==> src/rtl/wb_slave_decoder.sv <==
// wb_slave_decoder: pipelined Wishbone decoder routing one master to memory, LED and switch slaves.
// Optional watchdog on hung slaves is enabled by defining WB_DECODE_TIMEOUT_EN.
module wb_slave_decoder #(
    parameter int MAX_OUTSTANDING = 4,
    parameter int MEM_AW          = 18,
    parameter int TIMEOUT_CYCLES  = 255
) (
    input  logic        i_clk,
    input  logic        i_reset,
    input  logic        i_wb_cyc,
    input  logic        i_wb_stb,
    input  logic        i_wb_we,
    input  logic [29:0] i_wb_addr,
    input  logic [31:0] i_wb_data,
    input  logic [3:0]  i_wb_sel,
    output logic        o_wb_ack,
    output logic        o_wb_err,
    output logic        o_wb_stall,
    output logic [31:0] o_wb_data,
    output logic        o_s_we,
    output logic [29:0] o_s_addr,
    output logic [31:0] o_s_data,
    output logic [3:0]  o_s_sel,
    output logic        o_mem_cyc,
    output logic        o_mem_stb,
    output logic        o_led_cyc,
    output logic        o_led_stb,
    output logic        o_sw_cyc,
    output logic        o_sw_stb,
    input  logic        i_mem_ack,
    input  logic        i_mem_stall,
    input  logic        i_led_ack,
    input  logic        i_led_stall,
    input  logic        i_sw_ack,
    input  logic        i_sw_stall,
    input  logic [31:0] i_mem_data,
    input  logic [31:0] i_led_data,
    input  logic [31:0] i_sw_data
);
    typedef enum logic [1:0] {T_NONE, T_MEM, T_LED, T_SW} target_t;

    if (MAX_OUTSTANDING < 1 || MAX_OUTSTANDING > 15 || TIMEOUT_CYCLES < 1) begin : g_param_check
        $error("wb_slave_decoder: parameter out of range");
    end

    target_t     decoded;
    target_t     r_target;
    logic [3:0]  count;
    logic        req;
    logic        busy;
    logic        full;
    logic        switching;
    logic        slave_stall;
    logic        route_ok;
    logic        accept;
    logic        ack_sel;
    logic [31:0] data_sel;
    logic        dec;
    logic        err_unmapped;
    logic        err_timeout;
    logic        timeout;

    assign o_s_we   = i_wb_we;
    assign o_s_addr = i_wb_addr;
    assign o_s_data = i_wb_data;
    assign o_s_sel  = i_wb_sel;

    // address decode and per-target selection of slave responses
    always_comb begin
        decoded     = (i_wb_addr[29:MEM_AW] == '0)  ? T_MEM :
                      (i_wb_addr == 30'h3FFFFFFF)   ? T_LED :
                      (i_wb_addr == 30'h3FFFFFFE)   ? T_SW  : T_NONE;
        slave_stall = (decoded == T_MEM) ? i_mem_stall :
                      (decoded == T_LED) ? i_led_stall :
                      (decoded == T_SW)  ? i_sw_stall  : 1'b0;
        ack_sel     = (r_target == T_MEM) ? i_mem_ack :
                      (r_target == T_LED) ? i_led_ack :
                      (r_target == T_SW)  ? i_sw_ack  : 1'b0;
        data_sel    = (r_target == T_MEM) ? i_mem_data :
                      (r_target == T_LED) ? i_led_data :
                      (r_target == T_SW)  ? i_sw_data  : 32'h0;
    end

    // request routing; a new target waits until every older request has completed so acks stay ordered
    always_comb begin
        req        = i_wb_cyc & i_wb_stb;
        busy       = count != 4'd0;
        full       = count == 4'(MAX_OUTSTANDING);
        switching  = busy && (decoded != r_target);
        route_ok   = req & ~full & ~switching;
        o_wb_stall = req & (full | switching | slave_stall);
        accept     = req & ~o_wb_stall;
        o_mem_stb  = route_ok & (decoded == T_MEM);
        o_led_stb  = route_ok & (decoded == T_LED);
        o_sw_stb   = route_ok & (decoded == T_SW);
        o_mem_cyc  = i_wb_cyc & ((busy & (r_target == T_MEM)) | (i_wb_stb & (decoded == T_MEM)));
        o_led_cyc  = i_wb_cyc & ((busy & (r_target == T_LED)) | (i_wb_stb & (decoded == T_LED)));
        o_sw_cyc   = i_wb_cyc & ((busy & (r_target == T_SW))  | (i_wb_stb & (decoded == T_SW)));
        o_wb_ack   = i_wb_cyc & busy & ack_sel;
        o_wb_data  = o_wb_ack ? data_sel : 32'h0;
        o_wb_err   = i_wb_cyc & (err_unmapped | err_timeout);
        dec        = busy & (o_wb_ack | err_unmapped);
    end

    // outstanding count, current target and the unmapped-access error pulse
    always_ff @(posedge i_clk or posedge i_reset) begin
        if (i_reset) begin
            count        <= 4'd0;
            r_target     <= T_NONE;
            err_unmapped <= 1'b0;
        end else if (!i_wb_cyc) begin
            count        <= 4'd0;
            r_target     <= T_NONE;
            err_unmapped <= 1'b0;
        end else if (timeout) begin
            count        <= accept ? 4'd1 : 4'd0;
            r_target     <= accept ? decoded : T_NONE;
            err_unmapped <= accept && (decoded == T_NONE);
        end else begin
            count        <= count + 4'(accept) - 4'(dec);
            r_target     <= accept ? decoded : r_target;
            err_unmapped <= accept && (decoded == T_NONE);
        end
    end

`ifdef WB_DECODE_TIMEOUT_EN
    localparam int WD_W = $clog2(TIMEOUT_CYCLES + 1);

    logic [WD_W-1:0] wd;

    assign timeout = busy && !o_wb_ack && !o_wb_err && (wd == WD_W'(TIMEOUT_CYCLES - 1));

    // watchdog: counts stalled cycles while requests are outstanding; fires once and abandons them
    always_ff @(posedge i_clk or posedge i_reset) begin
        if (i_reset) begin
            wd          <= '0;
            err_timeout <= 1'b0;
        end else begin
            err_timeout <= i_wb_cyc & timeout;
            wd          <= (!i_wb_cyc || !busy || o_wb_ack || o_wb_err || timeout) ? '0 : wd + 1'b1;
        end
    end
`else
    assign timeout     = 1'b0;
    assign err_timeout = 1'b0;
`endif

endmodule

==> config.mk <==
export PLATFORM = sky130hd
export DESIGN_NAME = wb_slave_decoder
export DESIGN_NICKNAME = d
export VERILOG_FILES = /design/src/rtl/wb_slave_decoder.sv
export SDC_FILE = /design/constraint.sdc
export NUM_CORES = 1
export LEC_CHECK = 0
export CAP_MARGIN = 20
export CORE_AREA = 3 3 108 110
export DETAILED_ROUTE_END_ITERATION = 12
export DIE_AREA = 0 0 111 113
export PLACE_DENSITY = 0.71
export SYNTH_ARGS = -nofsm -noshare
export SYNTH_HDL_FRONTEND = slang
export SYNTH_SLANG_ARGS = --single-unit
==> constraint.sdc <==
create_clock -name i_clk -period 2.9 [get_ports i_clk]
set_clock_uncertainty 0.05 [all_clocks]
set_input_delay 0.725 -clock i_clk [delete_from_list [all_inputs] [get_ports i_clk]]
set_output_delay 0.725 -clock i_clk [all_outputs]
set_load 0.1 [all_outputs]
==> results by stage <==
Floorplan:
- The cell row count is 38.
- The core region is 0.0108 sq mm.
- The die covers 0.0125 sq mm.
- 281 I/O pins were placed.
- The die boundary width is 111 microns.
- The floorplan step set the die height to 113 microns.
- The initial standard-cell utilization of the core is 0.190.

Timing:
- At the pin with the least slew margin, the transition time is 0.409 ns.
- Hold is met by 0.638 ns.
- The number of failing hold endpoints at the final stage is 0.
- The total count of max-transition violations in the final report is 0.
- The number of failing setup endpoints in the final timing report is 11.
- Setup repair after global routing could not meet its margin everywhere.
- Of the available clock period, the critical path in the final layout requires 1.20.
- Timing would allow up to 287 MHz.
- Once routing completed, OpenROAD measured the worst setup slack at -0.578 ns.
- Measured against its own limit, the worst slew margin works out to 0.726.
- The minimum clock period after layout is 3.48 ns.

Power and ir drop:
- The part of the total power dissipated in sequential elements is 0.088.
- For this design the total switching power over the nets is 714 uW.
- Of the total power, the share spent switching nets is 0.459.
- The leakage power of the design is 2.21 nW.
- The part of the power in combinational logic is 0.820.
- The worst-case IR drop observed on VDD is 0.000169 V.
- The cell internal power dissipation is 843 uW.
- The part of the total power dissipated in the clock network is 0.092.
- The power density relative to cell area is 275 mW/mm^2.
- The post-layout total power is 1.56 mW.

Routing:
- The routed design has 10600 microns of wire.
- In the final routed layout, each cell accounts on average for 17.2 microns.
- Using the TritonRoute via totals, the vias-per-cell ratio works out to 4.61.
- The number of violations reported at the end of detailed-routing iteration 0 is 103.
- The overall via count from detail_route is 2848.
- The post-detailed-route count of antenna-violating nets is 0.
- In the routed design, unresolved DRC markers number 0.
- The pre-antenna-repair detailed-routing pass consisted of 5 iterations.

Placement:
- The count of port buffers added during placement is 206.
- Detailed placement ended at an HPWL of 8650 microns.
- The placer congestion estimate is 0.866.

Clocking:
- The number of buffers added to fix hold violations after cts is 0.
- Clock-pin slew was measured on the worst setup and hold paths at 0.04 ns.
- The clock sink total is 7.
- The clock latency reported for the late side of the worst-skew pair is 0.23 ns.
- The maximum level of the CTS H-tree is 1.
- The library cell used as clock root buffer is sky130_fd_sc_hd__clkbuf_8.
- In this run, CTS created clock tree buffers numbering 3.
- The clock tree from TritonCTS is built.
- The number of buffers on the longest clock path is 2.

Outcome:
- The final reports fail on setup timing.
- The run finished, with violations left.

GRT:
- The via count of the first global-routing pass came to 3049.
- The first global-routing pass estimated 16000 microns of wire.
- The pin count of the biggest net entering global routing is 34.
- The final global-route overflow total is 0.
- The overall fraction of global-route tracks in use is 0.158.
- The number of antenna violations at the first check in global routing is 0.

Min path:
- The path category of the worst min-delay check is flip-flop to flip-flop.

Synthesis:
- The synthesis-stage register bit count is 7.
- In this run the mean area of a mapped cell was 7.53 sq um.
- After synthesis, the share of flip-flops with an asynchronous set or reset is 1.00.
- The most common flop cell mapped by yosys is sky130_fd_sc_hd__dfrtp_1.
- The cell area after technology mapping is 0.00206 sq mm.
- The number of distinct library cell variants in the gate-level netlist after synthesis is 40.
- Synthesis handed over a netlist of 273 instances.
- During synthesis, Yosys emitted a total of 0 warnings.
- The number of flops mapped to enable cells by yosys is 0.
- The post-synthesis sequential area ratio is 0.0852.
- When the netlist entered floorplanning its net count stood at 453.

Setup path:
- The worst setup path is captured at an output port.
- The largest fanout of any net on the critical path is 3.
- STA puts the critical path data arrival time at 2.70 ns.
- The element type at the critical path start is a primary input.
- The data required time at the worst endpoint is 2.12 ns.
- The setup path with the least slack is of type primary input to output port.

Finish:
- 0 antenna diodes ended up in the layout.
- In the layout the commonest cells are sky130_fd_sc_hd__clkdlybuf4s50_1, sky130_fd_sc_hd__buf_12, sky130_fd_sc_hd__buf_4.
- Leaving out fill and tap cells, the most frequent cell in the layout is sky130_fd_sc_hd__clkdlybuf4s50_1.
- The area growth from synthesis to layout is 175%.
- The number of filler instances in the final layout is 932.
- The share of cells above drive strength 1 is 0.605.
- The number of nets at the end of the flow is 659.

Job:
- Across the run, the number of max-cap violations was 0.
[state kept, by name, indices dropped and copies added, names as in the netlist]
register and count:
r_target 2, count 4, err_unmapped 1
[timing repair]
| item | 4_1_cts | 5_1_grt |
|---|---|---|
| gates cloned | 0 | 0 |
| setup endpoints to repair | 45 | 42 |
| pin swaps | 33 | 24 |
| setup buffers | 13 | 13 |
| gates resized for setup | 131 | 47 |
[metal layers]
metal,share of wire,GRT usage
met5,0,0
met4,0.013,0.0312
met3,0.078,0.0412
met2,0.58,0.329
met1,0.32,0.156
[Yosys cell counts, types with 6 or more instances]
cell type / instances / area, sq um
sky130_fd_sc_hd__a22oi_1: 32 / 240
sky130_fd_sc_hd__and2_1: 7 / 43.8
sky130_fd_sc_hd__buf_4: 67 / 503
sky130_fd_sc_hd__clkbuf_1: 13 / 48.8
sky130_fd_sc_hd__dfrtp_1: 7 / 175
sky130_fd_sc_hd__ha_1: 6 / 75.1
sky130_fd_sc_hd__inv_1: 9 / 33.8
sky130_fd_sc_hd__mux2_2: 33 / 372
sky130_fd_sc_hd__nand2_1: 9 / 33.8
sky130_fd_sc_hd__nand4_1: 7 / 43.8
sky130_fd_sc_hd__nor2_1: 36 / 135
sky130_fd_sc_hd__nor4_1: 6 / 37.5
[through the flow]
stage | util | setup TNS [ns] | area [sq um] | setup slack [ns] | instances
final | 0.524 | -4.27 | 5650 | -0.578 | 618
after global routing | 0.524 | -5.08 | 5650 | -0.631 | 618
after CTS | 0.516 | -4.21 | 5560 | -0.584 | 608
after detailed placement | 0.489 | -22.08 | 5280 | -1.26 | 592
after global placement | 0.489 | -21.97 | 5280 | -1.20 | 592
after floorplan | - | -5.78 | 2430 | -0.933 | 273
[cells by family after synthesis]
kind of cell             count (synthesis)  synth area share
AND/OR/NAND/NOR                         82             0.198
buffers and inverters                   91             0.289
adder cells (fa/ha/maj)                  7            0.0463
XOR/XNOR                                 3            0.0128
multiplexers                            35             0.191
AO/OA/AOI/OAI                           48             0.178
flip-flops                               7            0.0852
[power by group through the flow]
stage	clock, mW	combinational (mW)	sequential, mW
after detailed placement	0	1.16	0.136
after global routing	0.154	1.35	0.141
final	0.143	1.28	0.137
after CTS	0.144	1.24	0.137
after global placement	0	1.14	0.136
after floorplan	0	0.924	0.129
[critical path, stage by stage]
cell                        delay (ns)
sky130_fd_sc_hd__buf_8            0.10
sky130_fd_sc_hd__or4_4            0.56
sky130_fd_sc_hd__nor4_4           0.32
sky130_fd_sc_hd__a2111oi_4        0.08
sky130_fd_sc_hd__a311o_2          0.36
sky130_fd_sc_hd__o2111ai_2        0.09
sky130_fd_sc_hd__buf_4            0.14
sky130_fd_sc_hd__and2b_4          0.16
sky130_fd_sc_hd__buf_12           0.17
[worst paths after layout]
| kind | startpoint | end | slack (ns) | depth (start not counted) |
|---|---|---|---|---|
| max in group asynchronous | i_reset | count[2]$_DFF_PP0_ | 1.87 | 2 |
| setup reg to reg | r_target[0]$_DFFE_PP0P_ | count[2]$_DFF_PP0_ | 0.08 | 13 |
| hold / removal | count[0]$_DFF_PP0_ | count[0]$_DFF_PP0_ | 0.64 | 2 |
| min in group asynchronous | i_reset | count[1]$_DFF_PP0_ | 0.70 | 2 |
| hold reg to reg | count[0]$_DFF_PP0_ | count[0]$_DFF_PP0_ | 0.64 | 2 |
| setup / recovery | i_wb_addr[20] | o_wb_stall | -0.58 | 9 |
[cell type report]
class	count	area, sq um	share of cell area
tap	140	175	0.0310
clock buffer	4	45.0	0.00797
multi-input combinational	175	1860	0.328
timing repair buffer	283	3360	0.595
inverter	9	38.8	0.00686
sequential	7	175	0.0310
No activity file was read; power rests on OpenSTA's default activity.
